--- src/rtl/util_axis_1553_string_pkg.sv ---
// Shared constants for the 1553 word-to-text encoder: ASCII codes, word
// type codes, the four-character type labels and the line length.
package util_axis_1553_string_pkg;

  localparam int LINE_BYTES = 22;

  localparam logic [7:0] ASCII_SPACE = 8'h20;
  localparam logic [7:0] ASCII_CR    = 8'h0D;
  localparam logic [7:0] ASCII_LF    = 8'h0A;
  localparam logic [7:0] ASCII_ZERO  = 8'h30;
  localparam logic [7:0] ASCII_ONE   = 8'h31;
  localparam logic [7:0] ASCII_UP_A  = 8'h41;
  localparam logic [7:0] ASCII_X     = 8'h78;
  localparam logic [7:0] ASCII_U     = 8'h55;
  localparam logic [7:0] ASCII_EQ    = 8'h3D;
  localparam logic [7:0] ASCII_P     = 8'h50;

  localparam logic [2:0] TYPE_CMDS = 3'b100;
  localparam logic [2:0] TYPE_DATA = 3'b010;

  localparam logic [31:0] STR_CMDS = "CMDS";
  localparam logic [31:0] STR_DATA = "DATA";
  localparam logic [31:0] STR_UNKN = "UNKN";

  // Map the decoder word-type field onto its printed label.
  function automatic logic [31:0] type_label(input logic [2:0] word_type);
    case (word_type)
      TYPE_CMDS: type_label = STR_CMDS;
      TYPE_DATA: type_label = STR_DATA;
      default:   type_label = STR_UNKN;
    endcase
  endfunction

endpackage

--- src/rtl/util_nibble_to_ascii.sv ---
// Converts one 4-bit nibble into its uppercase hexadecimal ASCII character.
module util_nibble_to_ascii
  import util_axis_1553_string_pkg::*;
(
  input  logic [3:0] nibble,
  output logic [7:0] ascii
);

  // Digits 0-9 map onto '0'..'9', 10-15 onto 'A'..'F'.
  always_comb begin
    ascii = ASCII_ZERO + {4'h0, nibble};
    if (nibble > 4'd9) begin
      ascii = ASCII_UP_A + {4'h0, nibble} - 8'd10;
    end
  end

endmodule

--- src/rtl/util_axis_1553_string_encoder.sv ---
// Formats one decoded 1553 word plus its side-band into a fixed 22-character
// ASCII line and presents the whole line as a single AXI-Stream beat. A single
// output register gives one cycle of latency and full throughput when the
// downstream side keeps ready high.
module util_axis_1553_string_encoder
  import util_axis_1553_string_pkg::*;
(
  input  logic                      aclk,
  input  logic                      arstn,
  input  logic [15:0]               s_axis_tdata,
  input  logic [7:0]                s_axis_tuser,
  input  logic                      s_axis_tvalid,
  output logic                      s_axis_tready,
  output logic [LINE_BYTES*8-1:0]   m_axis_tdata,
  output logic                      m_axis_tvalid,
  input  logic                      m_axis_tready
);

  logic [3:0]              nibbles [6];
  logic [7:0]              hex_chars [6];
  logic [7:0]              parity_char;
  logic [LINE_BYTES*8-1:0] line;
  logic                    accept;

  // Nibbles 0-3 are the data word (most significant first), 4-5 the side-band.
  assign nibbles[0] = s_axis_tdata[15:12];
  assign nibbles[1] = s_axis_tdata[11:8];
  assign nibbles[2] = s_axis_tdata[7:4];
  assign nibbles[3] = s_axis_tdata[3:0];
  assign nibbles[4] = s_axis_tuser[7:4];
  assign nibbles[5] = s_axis_tuser[3:0];

  for (genvar i = 0; i < 6; i++) begin : g_hex
    util_nibble_to_ascii u_hex (
      .nibble (nibbles[i]),
      .ascii  (hex_chars[i])
    );
  end

  // 1553 uses odd parity, so the parity bit is set when the data has an even
  // number of ones.
  assign parity_char = (^s_axis_tdata) ? ASCII_ZERO : ASCII_ONE;

  assign line = {type_label(s_axis_tuser[7:5]),
                 ASCII_SPACE, ASCII_ZERO, ASCII_X,
                 hex_chars[0], hex_chars[1], hex_chars[2], hex_chars[3],
                 ASCII_SPACE, ASCII_U, ASCII_EQ,
                 hex_chars[4], hex_chars[5],
                 ASCII_SPACE, ASCII_P, ASCII_EQ,
                 parity_char, ASCII_CR, ASCII_LF};

  // The slot can take a new word when it is empty or being drained this cycle.
  assign s_axis_tready = arstn & (~m_axis_tvalid | m_axis_tready);
  assign accept        = s_axis_tvalid & s_axis_tready;

  // Output register: load on accept, clear valid once the line is taken.
  always_ff @(posedge aclk) begin
    if (!arstn) begin
      m_axis_tvalid <= 1'b0;
      m_axis_tdata  <= '0;
    end else if (accept) begin
      m_axis_tvalid <= 1'b1;
      m_axis_tdata  <= line;
    end else if (m_axis_tready) begin
      m_axis_tvalid <= 1'b0;
    end
  end

endmodule

--- config.mk ---
export PLATFORM = sky130hd
export DESIGN_NAME = util_axis_1553_string_encoder
export DESIGN_NICKNAME = d
export VERILOG_FILES = /design/src/rtl/util_axis_1553_string_pkg.sv /design/src/rtl/util_nibble_to_ascii.sv /design/src/rtl/util_axis_1553_string_encoder.sv
export SDC_FILE = /design/constraint.sdc
export NUM_CORES = 1
export LEC_CHECK = 0
export ABC_AREA = 1
export BUFFER_PORTS_ARGS = -buffer_cell sky130_fd_sc_hd__buf_2
export CAP_MARGIN = 25
export CORE_MARGIN = 2
export CORE_UTILIZATION = 30
export DETAILED_ROUTE_END_ITERATION = 7
export HOLD_SLACK_MARGIN = 0.12
export PLACE_DENSITY = 0.6
export SLEW_MARGIN = 25
export SYNTH_ARGS = -nofsm -noshare
export SYNTH_HDL_FRONTEND = slang
export SYNTH_SLANG_ARGS = --single-unit
--- constraint.sdc ---
create_clock -name aclk -period 1.4 [get_ports aclk]
set_clock_uncertainty 0.15 [all_clocks]
set_input_delay 0.21 -clock aclk [delete_from_list [all_inputs] [get_ports aclk]]
set_output_delay 0.21 -clock aclk [all_outputs]
set_load 0.02 [all_outputs]
Yosys cells after proc, flatten, opt, wreduce, memory -nomap -nowiden
Cells that the tools add are included.

Register bits: 119. Latch bits: 0. Memory bits (writable): 0. Bits in read-only memories: 0. Input bits: 28. Word-level logic and storage cells: 44. Memories kept: 0.

$add $sub $neg: 18. Multipliers: 0. Div/mod/pow operators: 0. $lt $le $gt $ge: 6. Equality and inequality tests: 2. Shift-type cells: 0. Multiplexer cells: 10. Bitwise operators: 4. Reductions and logical operators: 2.

Operators by type and width (count): 29-bit one-hot mux with 2 select lines (1); 7-bit by 4-bit adder with 8-bit output (first input constant) (6); 8-bit 2-to-1 mux (6); 8-bit by 4-bit subtractor with 8-bit output (second input constant) (6); 6-bit by 4-bit adder with 7-bit output (first input constant) (6); 4-bit greater-than comparator (second input constant) (6); 16-bit parity (1); 3-bit by 2-bit == test with 1-bit output (second input constant) (1); 3-bit == test (second input constant) (1); 1-bit 2-to-1 mux (3); 1-bit bitwise AND (2); 2-bit nonzero test (1); 1-bit NOT (1); 1-bit OR (1).

Longest topological paths before layout
Gate-level depths: netlist (run 1).

Depth in word-level cells: 5. Gate-level depth with buffers: 13.

By module
From an unflattened synthesis (run 1), not the netlist that was laid out.

Cell total of the unflattened synthesis: 599. Area total of the unflattened synthesis: 4050.1 µm².

Modules (own cells, without submodules): util_axis_1553_string_encoder (instances 1, cells each 473, area an instance 3261.9 µm², seq. area each 1141.1 µm²); util_nibble_to_ascii (instances 6, cells each 21, area an instance 131.4 µm², seq. area each 0.0 µm²).

Least setup slack after synthesis (run 1)
No wires, ideal clock.

Path type: register -> output. Start: register, netlist name m_axis_tdata[166]. End: output m_axis_tdata[10]. Arrival time: 1261 ps. Data required time: 1040 ps. Path slack: -221 ps. Cell stages (with the launch flop): 2. Buffers on the path: 1. Path through: dfxtp_1 > buf_4.

RTL lines: end, declared (line util_axis_1553_string_encoder.sv:14) `output logic [LINE_BYTES*8-1:0] m_axis_tdata,`.

Worst setup path in the final report (run 1)
Start: register m_axis_tvalid. End: register m_axis_tdata[172].

Cells in the longest elaborated chain, start to end: 4.

RTL lines: start, declared (line util_axis_1553_string_encoder.sv:15) `output logic m_axis_tvalid,`; start signal, assigned (line util_axis_1553_string_encoder.sv:59) `m_axis_tvalid <= 1'b0;`; start signal, assigned (line util_axis_1553_string_encoder.sv:62) `m_axis_tvalid <= 1'b1;`; start signal, assigned (line util_axis_1553_string_encoder.sv:65) `m_axis_tvalid <= 1'b0;`; 1-bit NOT (line util_axis_1553_string_encoder.sv:53) `assign s_axis_tready = arstn & (~m_axis_tvalid | m_axis_tready);`; 1-bit OR (line util_axis_1553_string_encoder.sv:53); 1-bit bitwise AND (line util_axis_1553_string_encoder.sv:53); 1-bit bitwise AND (line util_axis_1553_string_encoder.sv:54) `assign accept = s_axis_tvalid & s_axis_tready;`; end signal, assigned (line util_axis_1553_string_encoder.sv:63) `m_axis_tdata <= line;`.

Every way passes these cells. A chain may end at the register's enable or synchronous reset.

==> impl_metrics.json, run 1 <==
{
  "layout_commonest_cell": "buf_2",
  "synth.distinct_cells": 23,
  "io_pins": 206,
  "hp-class": "in2reg",
  "place.gp.congestion": 0.824,
  "final_antenna_net_count": 0,
  "crit_path_end_kind": "flip-flop",
  "ff_latch_area_um2": 1030,
  "dieArea_um2": 12800,
  "clk_path_buf_depth": 2,
  "finalHoldViolations": 0,
  "synth.area.mux_share": 0,
  "antennaDiodeCount": 0,
  "synth_xor_xnor_area_share": 0.00245,
  "fin_util": 0.417,
  "holdCritStartpoint": "m_axis_tready",
  "grt-ovfl-total": 0,
  "grt_usage": 0.136,
  "crit_type": "reg2reg",
  "htree_levels": 2,
  "fillCellCount": 1195,
  "min_delay_path_depth": 4,
  "cpMaxStageDelayCell": "dfxtp_2",
  "whs_ns": 0.0640,
  "synth_adder_area_share": 0.0700,
  "final_cell_mix": "buf_2 (108), nand2_1 (87), conb_1 (79)",
  "syn_area_um2": 3580,
  "grt_max_degree": 30,
  "max_stage_delay_ns": 0.33,
  "drv_cap": 0,
  "syn_area_per_cell_um2": 7.00,
  "synthCells": 511,
  "cts_tree": "done",
  "path_cells": "inv_2 > nor2_4 > nor3_4 > buf_8 > buf_4 > buf_16 > o211a_1",
  "start_util": 0.311,
  "multiInputGateArea_um2": 1830,
  "portBuffers": 126,
  "max-vdd-ir-drop_mv": 0.676,
  "worstPathRequired_ns": 1.44,
  "die_h_um": 113,
  "grt_pass1_wl_mm": 13.8,
  "dp.cells": 763,
  "cts_root_buf": "clkbuf_16",
  "clock-sinks": 51,
  "die-width_um": 113,
  "dr.first_iter.drc_count": 100,
  "drc": 20,
  "setup_viol": 15,
  "drt-pass1-iter-count": 6,
  "violations": "design-rule violations, negative setup slack",
  "synth-seq-area-share": 0.285,
  "clkSlewWorstSetupHoldPaths_ns": 0.07,
  "r2r-start": "m_axis_tvalid",
  "stdcell_area_um2": 4800,
  "fin_cells": 793,
  "period_share": 1.04,
  "dr_total_vias": 3274,
  "synth-compound-area-share": 0.107,
  "worstPathMaxFanout": 14,
  "vias_per_cell": 4.13,
  "clk_latency_ns": 0.30,
  "synth-seq-cells": 51,
  "postCtsHoldBufs": 12,
  "synthSimpleGateAreaFrac": 0.194,
  "syn2layout_area_growth_pct": 34.1,
  "core_um2": 11500,
  "cts-buffers-inserted": 5,
  "yosys_warnings": 0,
  "finalMaxSlewViolations": 0,
  "rsz0062_at_grt": "true",
  "place_area_um2": 4040,
  "max_freq_ghz": 0.684,
  "arrival_ns": 1.51,
  "place_hpwl_mm": 6.31,
  "rows": 39,
  "nets": 697,
  "reg2regPathDepth": 7,
  "power.density_nw_per_um2": 977,
  "p_leak_nw": 2.66,
  "fin_ws_ns": -0.0626,
  "status": "finished with violations",
  "pre_cts_slack_ns": -0.212,
  "synth_top_family_by_area": "buffers and inverters",
  "fin_crit_ns": 1.46,
  "antenna_found_initial": 0,
  "ff2ff_setup_slack_ns": -0.06,
  "finalWirelength_mm": 9.17,
  "drive_gt1_frac": 0.355,
  "crit_start": "m_axis_tvalid",
  "grt_pass1_vias": 2835,
  "worst_setup_path_start_kind": "flip-flop",
  "wl_per_cell_um": 11.6
}
-- worst max-delay path: cells and delay by family, from the launching register on --
kind / cells / cell delay, ns
AND/OR/NAND/NOR: 2 / 0.18
flip-flops: 1 / 0.33
buffers and inverters: 4 / 0.49
AO/OA/AOI/OAI: 1 / 0.21
-- per-stage QoR --
step / TNS [ns] / total power, mW
floorplan: 0 / 2.87
global placement: -5.08 / 3.02
detailed placement: -5.13 / 3.03
CTS: -0.811 / 4.69
global route: -2.83 / 4.97
finish: -0.403 / 4.69
-- timing repair --
item	in CTS	in global routing
cloned	3	1
buffers inserted	6	3
pin swaps	10	10
resized for setup	67	39
endpoints found under the setup margin	81	77
endpoints found under the hold margin	13	1
-- cells by family (layout without fill, tap and decap cells) --
logic type,after synthesis,in the layout
xor+xnor,1,1
other cells,1,79
buf+inv,195,256
compound gates,72,72
flops,51,51
fa+ha+maj,20,20
simple gates,171,171
-- flip-flops by register name, indices dropped and copies added (netlist names) --
| signal | cells |
|---|---|
| m_axis_tdata | 50 |
| m_axis_tvalid | 1 |
-- area by class of cell --
class                      count  share of cell area
multi-input combinational    343               0.381
timing repair buffer         193               0.286
sequential                    51               0.214
inverter                      55              0.0456
tap                          143              0.0373
clock buffer                   6              0.0289
clock inverter                 2             0.00730
-- per-layer routing --
layer,share of wire,GRT usage,up-vias
met1,0.43,0.168,1475
li1,-,-,1666
met3,0.075,0.0402,6
met5,0,0,-
met4,0.0082,0.0301,0
met2,0.49,0.233,127
-- worst paths after layout --
check | end
worst max-delay path | m_axis_tdata[172]
worst min-delay path | m_axis_tvalid
worst max register to register | m_axis_tdata[172]
worst min register to register | m_axis_tdata[116]
-- cell usage after synthesis --
master | number | area [um^2]
buf_4 | 126 | 946
nand2_1 | 101 | 379
inv_1 | 53 | 199
dfxtp_1 | 51 | 1020
nor2_1 | 36 | 135
o21ai_0 | 35 | 175
nand3_1 | 31 | 155
a21oi_1 | 27 | 135
ha_1 | 20 | 250
buf_2 | 7 | 35.0
clkbuf_1 | 6 | 22.5
a21boi_0 | 3 | 22.5
o211ai_1 | 3 | 22.5
inv_2 | 2 | 7.51
nor3_1 | 2 | 10.0
a21boi_1 | 1 | 7.51
a31oi_1 | 1 | 6.26
buf_1 | 1 | 3.75
conb_1 | 1 | 3.75
nor3_4 | 1 | 16.3
o211a_1 | 1 | 10.0
o21ai_1 | 1 | 5.00
xnor2_1 | 1 | 8.76
-- power breakdown --
| group | internal, mW | switching [mW] | leakage (nW) |
|---|---|---|---|
| sequential | 1.56 | 0.0699 | 0.421 |
| combinational | 0.587 | 1.02 | 2.15 |
| clock | 0.890 | 0.566 | 0.0868 |
| total | 3.04 | 1.65 | 2.66 |
No activity file was read; power rests on OpenSTA's default activity.
==> inputs of run 2 (changes only) <==
- CORE_UTILIZATION: 30 -> 40
- PLACE_DENSITY: 0.6 -> 0.76
==> run 2 against run 1 <==
Effect of this change: the flow finishes with violations (negative setup slack); global-route usage is 3.9 points higher; cell area is 3.0% higher; via count up 7.1%; combinational power rose by 6%; critical path depth rose by 2; first-iteration DRC count increased by 34%; critical path type unchanged.
==> impl_metrics.json, run 2 (synthesized netlist as in run 1, its figures left out) <==
{
  "worst_setup_path_start_kind": "flip-flop",
  "final_antenna_net_count": 0,
  "hp-class": "in2reg",
  "r2r-start": "m_axis_tvalid",
  "drv_cap": 0,
  "grt_pass1_vias": 3082,
  "max-vdd-ir-drop_mv": 0.516,
  "dr.first_iter.drc_count": 134,
  "largest_reg_flops": 50,
  "io_pins": 206,
  "nets": 705,
  "arrival_ns": 1.61,
  "min_to": "m_axis_tvalid",
  "worstPathRequired_ns": 1.49,
  "period_share": 1.08,
  "dr_total_vias": 3507,
  "place.gp.congestion": 0.887,
  "fin_ws_ns": -0.115,
  "grt_pass1_wl_mm": 14.1,
  "layout_commonest_cell": "buf_2",
  "core_um2": 8680,
  "wl_per_cell_um": 13.4,
  "place_hpwl_mm": 6.29,
  "setup_viol": 38,
  "fillCellCount": 785,
  "final_cell_mix": "buf_2 (120), conb_1 (79), nand2_1 (73)",
  "grt-ovfl-total": 0,
  "multiInputGateArea_um2": 1970,
  "vias_per_cell": 4.57,
  "start_util": 0.412,
  "top_register": "m_axis_tdata",
  "dieArea_um2": 9720,
  "finalHoldViolations": 0,
  "r2r-end": "m_axis_tdata[99]",
  "drive_gt1_frac": 0.416,
  "reg2regPathDepth": 9,
  "clk_path_buf_depth": 2,
  "crit_type": "reg2reg",
  "cts_root_buf": "clkbuf_8",
  "drc": 0,
  "clkSlewWorstSetupHoldPaths_ns": 0.10,
  "crit_path_end_kind": "flip-flop",
  "worst_pin_slew_ns": 0.651,
  "grt_max_degree": 34,
  "dp.cells": 721,
  "power.density_nw_per_um2": 895,
  "largest_registers": "m_axis_tdata: 50 flops, m_axis_tvalid: 1 flops",
  "violations": "negative setup slack",
  "clock-sinks": 51,
  "timing.slew.headroom": 0.562,
  "finalWirelength_mm": 10.3,
  "grt_usage": 0.175,
  "worstPathMaxFanout": 7,
  "antenna_found_initial": 1,
  "rows": 34,
  "min_delay_path_depth": 4,
  "rsz0062_at_grt": "true",
  "htree_levels": 2,
  "postCtsHoldBufs": 12,
  "stdcell_area_um2": 4940,
  "cts_tree": "done",
  "power_mw": 4.42,
  "finalMaxSlewViolations": 0,
  "holdCritStartpoint": "m_axis_tready",
  "place_area_um2": 3950,
  "p_leak_nw": 2.73,
  "fin_crit_ns": 1.51,
  "clk_latency_ns": 0.31,
  "ff_latch_area_um2": 1030,
  "die_h_um": 98.6,
  "portBuffers": 126,
  "fin_cells": 767,
  "drt-pass1-iter-count": 4,
  "whs_ns": 0.0502,
  "syn2layout_area_growth_pct": 38.1,
  "status": "finished with violations",
  "cts-buffers-inserted": 5,
  "fin_util": 0.569,
  "ff2ff_setup_slack_ns": -0.11,
  "max_freq_ghz": 0.660,
  "die-width_um": 98.6
}
run 2: timing repair:
action / in CTS / in global routing
endpoints found under the setup margin: 64 / 59
resized for setup: 14 / 130
endpoints found under the hold margin: 13 / 1
pin swaps: 1 / 21
cloned: 3 / 7
setup buffers: 9 / 6
run 2: through the flow:
stage / worst slack [ns] / TNS, ns
floorplan: 0.0113 / 0
global placement: -0.150 / -2.08
detailed placement: -0.183 / -3.65
CTS: -0.0421 / -0.359
global route: -0.222 / -5.68
finish: -0.115 / -1.65
run 2: how the worst max path moves through the flow:
stage | start | end | slack, ns | cells after the start
4_1_cts | m_axis_tvalid | m_axis_tdata[99] | -0.04 | 10
6_report | m_axis_tvalid | m_axis_tdata[99] | -0.11 | 9
3_5_place_dp | s_axis_tdata[14] | m_axis_tdata[112] | -0.18 | 8
2_1_floorplan | m_axis_tvalid | m_axis_tdata[168] | 0.01 | 7
3_3_place_gp | s_axis_tdata[8] | m_axis_tdata[16] | -0.15 | 13
5_1_grt | m_axis_tvalid | m_axis_tdata[99] | -0.22 | 9
run 2: report_power, final:
part | switching, mW | total, mW | internal [mW]
Sequential | 0.0795 | 1.64 | 1.56
Clock | 0.509 | 1.09 | 0.580
Combinational | 1.09 | 1.69 | 0.609
run 2: critical path, stage by stage, from the launching register on:
cell and delay, ns:
dfxtp_2 0.33, inv_2 0.06, nor2_4 0.04, nor3_4 0.16
buf_6 0.19, buf_8 0.16, nand2_4 0.08, nor2_1 0.14
nor2_1 0.06, nor2_1 0.07
run 2: layer usage:
metal / wire length, um / track usage / share of wire / vias to the layer above
li1: - / - / - / 1686
met1: 3640 / 0.190 / 0.35 / 1628
met2: 5640 / 0.336 / 0.55 / 172
met3: 794 / 0.0333 / 0.077 / 21
met4: 216 / 0.0601 / 0.021 / 0
met5: 0 / 0 / 0 / -
run 2: layout make-up:
cell class                      instances  share of cell area
Timing Repair inverter                  1             0.00228
Multi-Input combinational cell        343               0.398
Clock inverter                          2             0.00709
Antenna cell                            1            0.000506
Clock buffer                            6              0.0167
Timing Repair Buffer                  200               0.296
Tap cell                              108              0.0273
Inverter                               55              0.0443
Sequential cell                        51               0.208
==> inputs of run 3 (changes only) <==
- CORE_ASPECT_RATIO: unset -> 1.2
==> run 3 against run 2 <==
Effect of this change: the flow still finishes with violations (negative setup slack); hold slack gained 0.11 ns; final cell count rose by 0.52%; wire length shrank 4.7%; sequential power hardly changed; largest power group unchanged; highest routed layer unchanged.
==> impl_metrics.json, run 3 (synthesized netlist as in run 1, its figures left out) <==
{
  "status": "finished with violations",
  "violations": "negative setup slack",
  "antennaDiodeCount": 0,
  "setup_viol": 32,
  "max_freq_ghz": 0.671,
  "dr_total_vias": 3467,
  "die-width_um": 90.3,
  "cts-buffers-inserted": 5,
  "dr.first_iter.drc_count": 146,
  "power.density_nw_per_um2": 868,
  "top_register": "m_axis_tdata",
  "place_area_um2": 3970,
  "hp-class": "in2reg",
  "crit_path_end_kind": "output pin",
  "clk_path_buf_depth": 2,
  "largest_reg_flops": 50,
  "clkSlewWorstSetupHoldPaths_ns": 0.09,
  "worstPathRequired_ns": 1.04,
  "drive_gt1_frac": 0.358,
  "final_cell_mix": "buf_2 (112), nand2_1 (90), conb_1 (79)",
  "clock-sinks": 51,
  "fillCellCount": 783,
  "drv_cap": 0,
  "wl_per_cell_um": 12.7,
  "grt_usage": 0.189,
  "grt_pass1_vias": 3229,
  "final_antenna_net_count": 0,
  "timing.slew.headroom": 0.648,
  "layout_commonest_cell": "buf_2",
  "crit_top_cell": "buf_6",
  "largest_registers": "m_axis_tdata: 50 flops, m_axis_tvalid: 1 flops",
  "syn2layout_area_growth_pct": 31.9,
  "vias_per_cell": 4.50,
  "min_to": "m_axis_tdata[156]",
  "dieArea_um2": 9720,
  "grt_max_degree": 30,
  "fin_ws_ns": -0.0912,
  "arrival_ns": 1.13,
  "critPathTopFamily": "flip-flops",
  "nets": 703,
  "finalHoldViolations": 0,
  "p_leak_nw": 2.62,
  "place.gp.congestion": 0.906,
  "drc": 0,
  "max_stage_delay_ns": 0.35,
  "rsz0062_at_grt": "true",
  "critPathBufInv": 3,
  "power_mw": 4.10,
  "crit_type": "reg2out",
  "max-vdd-ir-drop_mv": 0.587,
  "core_um2": 8660,
  "reg2regPathDepth": 8,
  "cts_root_buf": "clkbuf_8",
  "start_util": 0.413,
  "worst_pin_slew_ns": 0.524,
  "finalWirelength_mm": 9.81,
  "grt-ovfl-total": 0,
  "cts_tree": "done",
  "finalMaxSlewViolations": 0,
  "io_pins": 206,
  "ff2ff_setup_slack_ns": -0.08,
  "place_hpwl_mm": 6.48,
  "worst_setup_path_start_kind": "flip-flop",
  "stdcell_area_um2": 4720,
  "holdCritStartpoint": "s_axis_tuser[7]",
  "htree_levels": 2,
  "clk_latency_ns": 0.31,
  "r2r-start": "m_axis_tvalid",
  "period_share": 1.07,
  "portBuffers": 126,
  "worstPathMaxFanout": 2,
  "min_delay_path_depth": 4,
  "die_h_um": 108,
  "drt-pass1-iter-count": 5,
  "grt_pass1_wl_mm": 14.8,
  "path_cells": "inv_2 > nor2_4 > buf_6 > nor2_2 > buf_6",
  "r2r-end": "m_axis_tdata[88]",
  "cpMaxStageDelayCell": "dfxtp_2",
  "rows": 37,
  "fin_crit_ns": 1.49,
  "antenna_found_initial": 0
}
[run 3: cell types whose count changed in the layout (fill, tap and decap cells not counted), sizes merged]
| cell | delta |
|---|---|
| bufinv | -1 |
| diode | -1 |
| buf | -3 |
| clkinv | -2 |
| clkbuf | -2 |
| dlygate4sd3 | +4 |
[run 3: metrics by stage]
step / instances / hold slack [ns] / worst slack [ns] / utilization / TNS [ns]
CTS: 767 / 0.143 / -0.116 / 0.516 / -2.78
finish: 771 / 0.158 / -0.0912 / 0.545 / -1.32
global route: 771 / 0.174 / -0.163 / 0.545 / -5.02
global placement: 733 / 0.284 / -0.126 / 0.458 / -2.07
floorplan: 589 / 0.181 / 0.0113 / - / 0
detailed placement: 733 / 0.300 / -0.209 / 0.458 / -4.23
[run 3: routing by layer]
metal / part of all wire / track usage / wire (um) / vias up
li1: - / - / - / 1675
met4: 0.024 / 0.0758 / 235 / 0
met3: 0.059 / 0.0371 / 574 / 17
met1: 0.36 / 0.190 / 3560 / 1621
met5: 0 / 0 / 0 / -
met2: 0.55 / 0.378 / 5430 / 154
[run 3: worst max-delay path by stage]
stage | start | end | slack (ns) | cells past startpoint
floorplan | m_axis_tvalid | m_axis_tdata[168] | 0.01 | 7
global placement | s_axis_tuser[4] | m_axis_tdata[61] | -0.13 | 9
detailed placement | s_axis_tuser[4] | m_axis_tdata[56] | -0.21 | 9
CTS | m_axis_tvalid | m_axis_tdata[99] | -0.12 | 9
global route | m_axis_tvalid | m_axis_tdata[96] | -0.16 | 9
finish | m_axis_tvalid | s_axis_tready | -0.09 | 5
[run 3: worst reg2reg max path, stage by stage, from the launching register on]
cell and delay [ns]:
dfxtp_2 0.34, inv_2 0.06, nor2_4 0.05, nor3_4 0.19
buf_6 0.19, buf_12 0.12, clkbuf_16 0.14, o21ai_2 0.05
o21ai_1 0.13
[run 3: power breakdown]
group / internal [mW] / switching [mW] / leakage (nW) / total [mW]
Combinational: 0.592 / 1.04 / 2.17 / 1.64
Sequential: 1.56 / 0.0707 / 0.421 / 1.63
Clock: 0.335 / 0.493 / 0.0371 / 0.829
[run 3: area by class of cell]
| cell class | instances | area, um^2 | area share |
|---|---|---|---|
| Inverter | 55 | 209 | 0.0443 |
| Multi-Input combinational cell | 343 | 1820 | 0.386 |
| Timing Repair Buffer | 199 | 1450 | 0.306 |
| Tap cell | 117 | 146 | 0.0310 |
| Clock buffer | 6 | 72.6 | 0.0154 |
| Sequential cell | 51 | 1030 | 0.217 |
[run 3: what timing repair did]
item	4_1_cts	5_1_grt
setup endpoints to repair	71	69
gates cloned	3	2
setup buffers	9	4
pin swaps	8	22
resized for setup	47	69
hold buffers	16	0
hold endpoints to repair	17	0
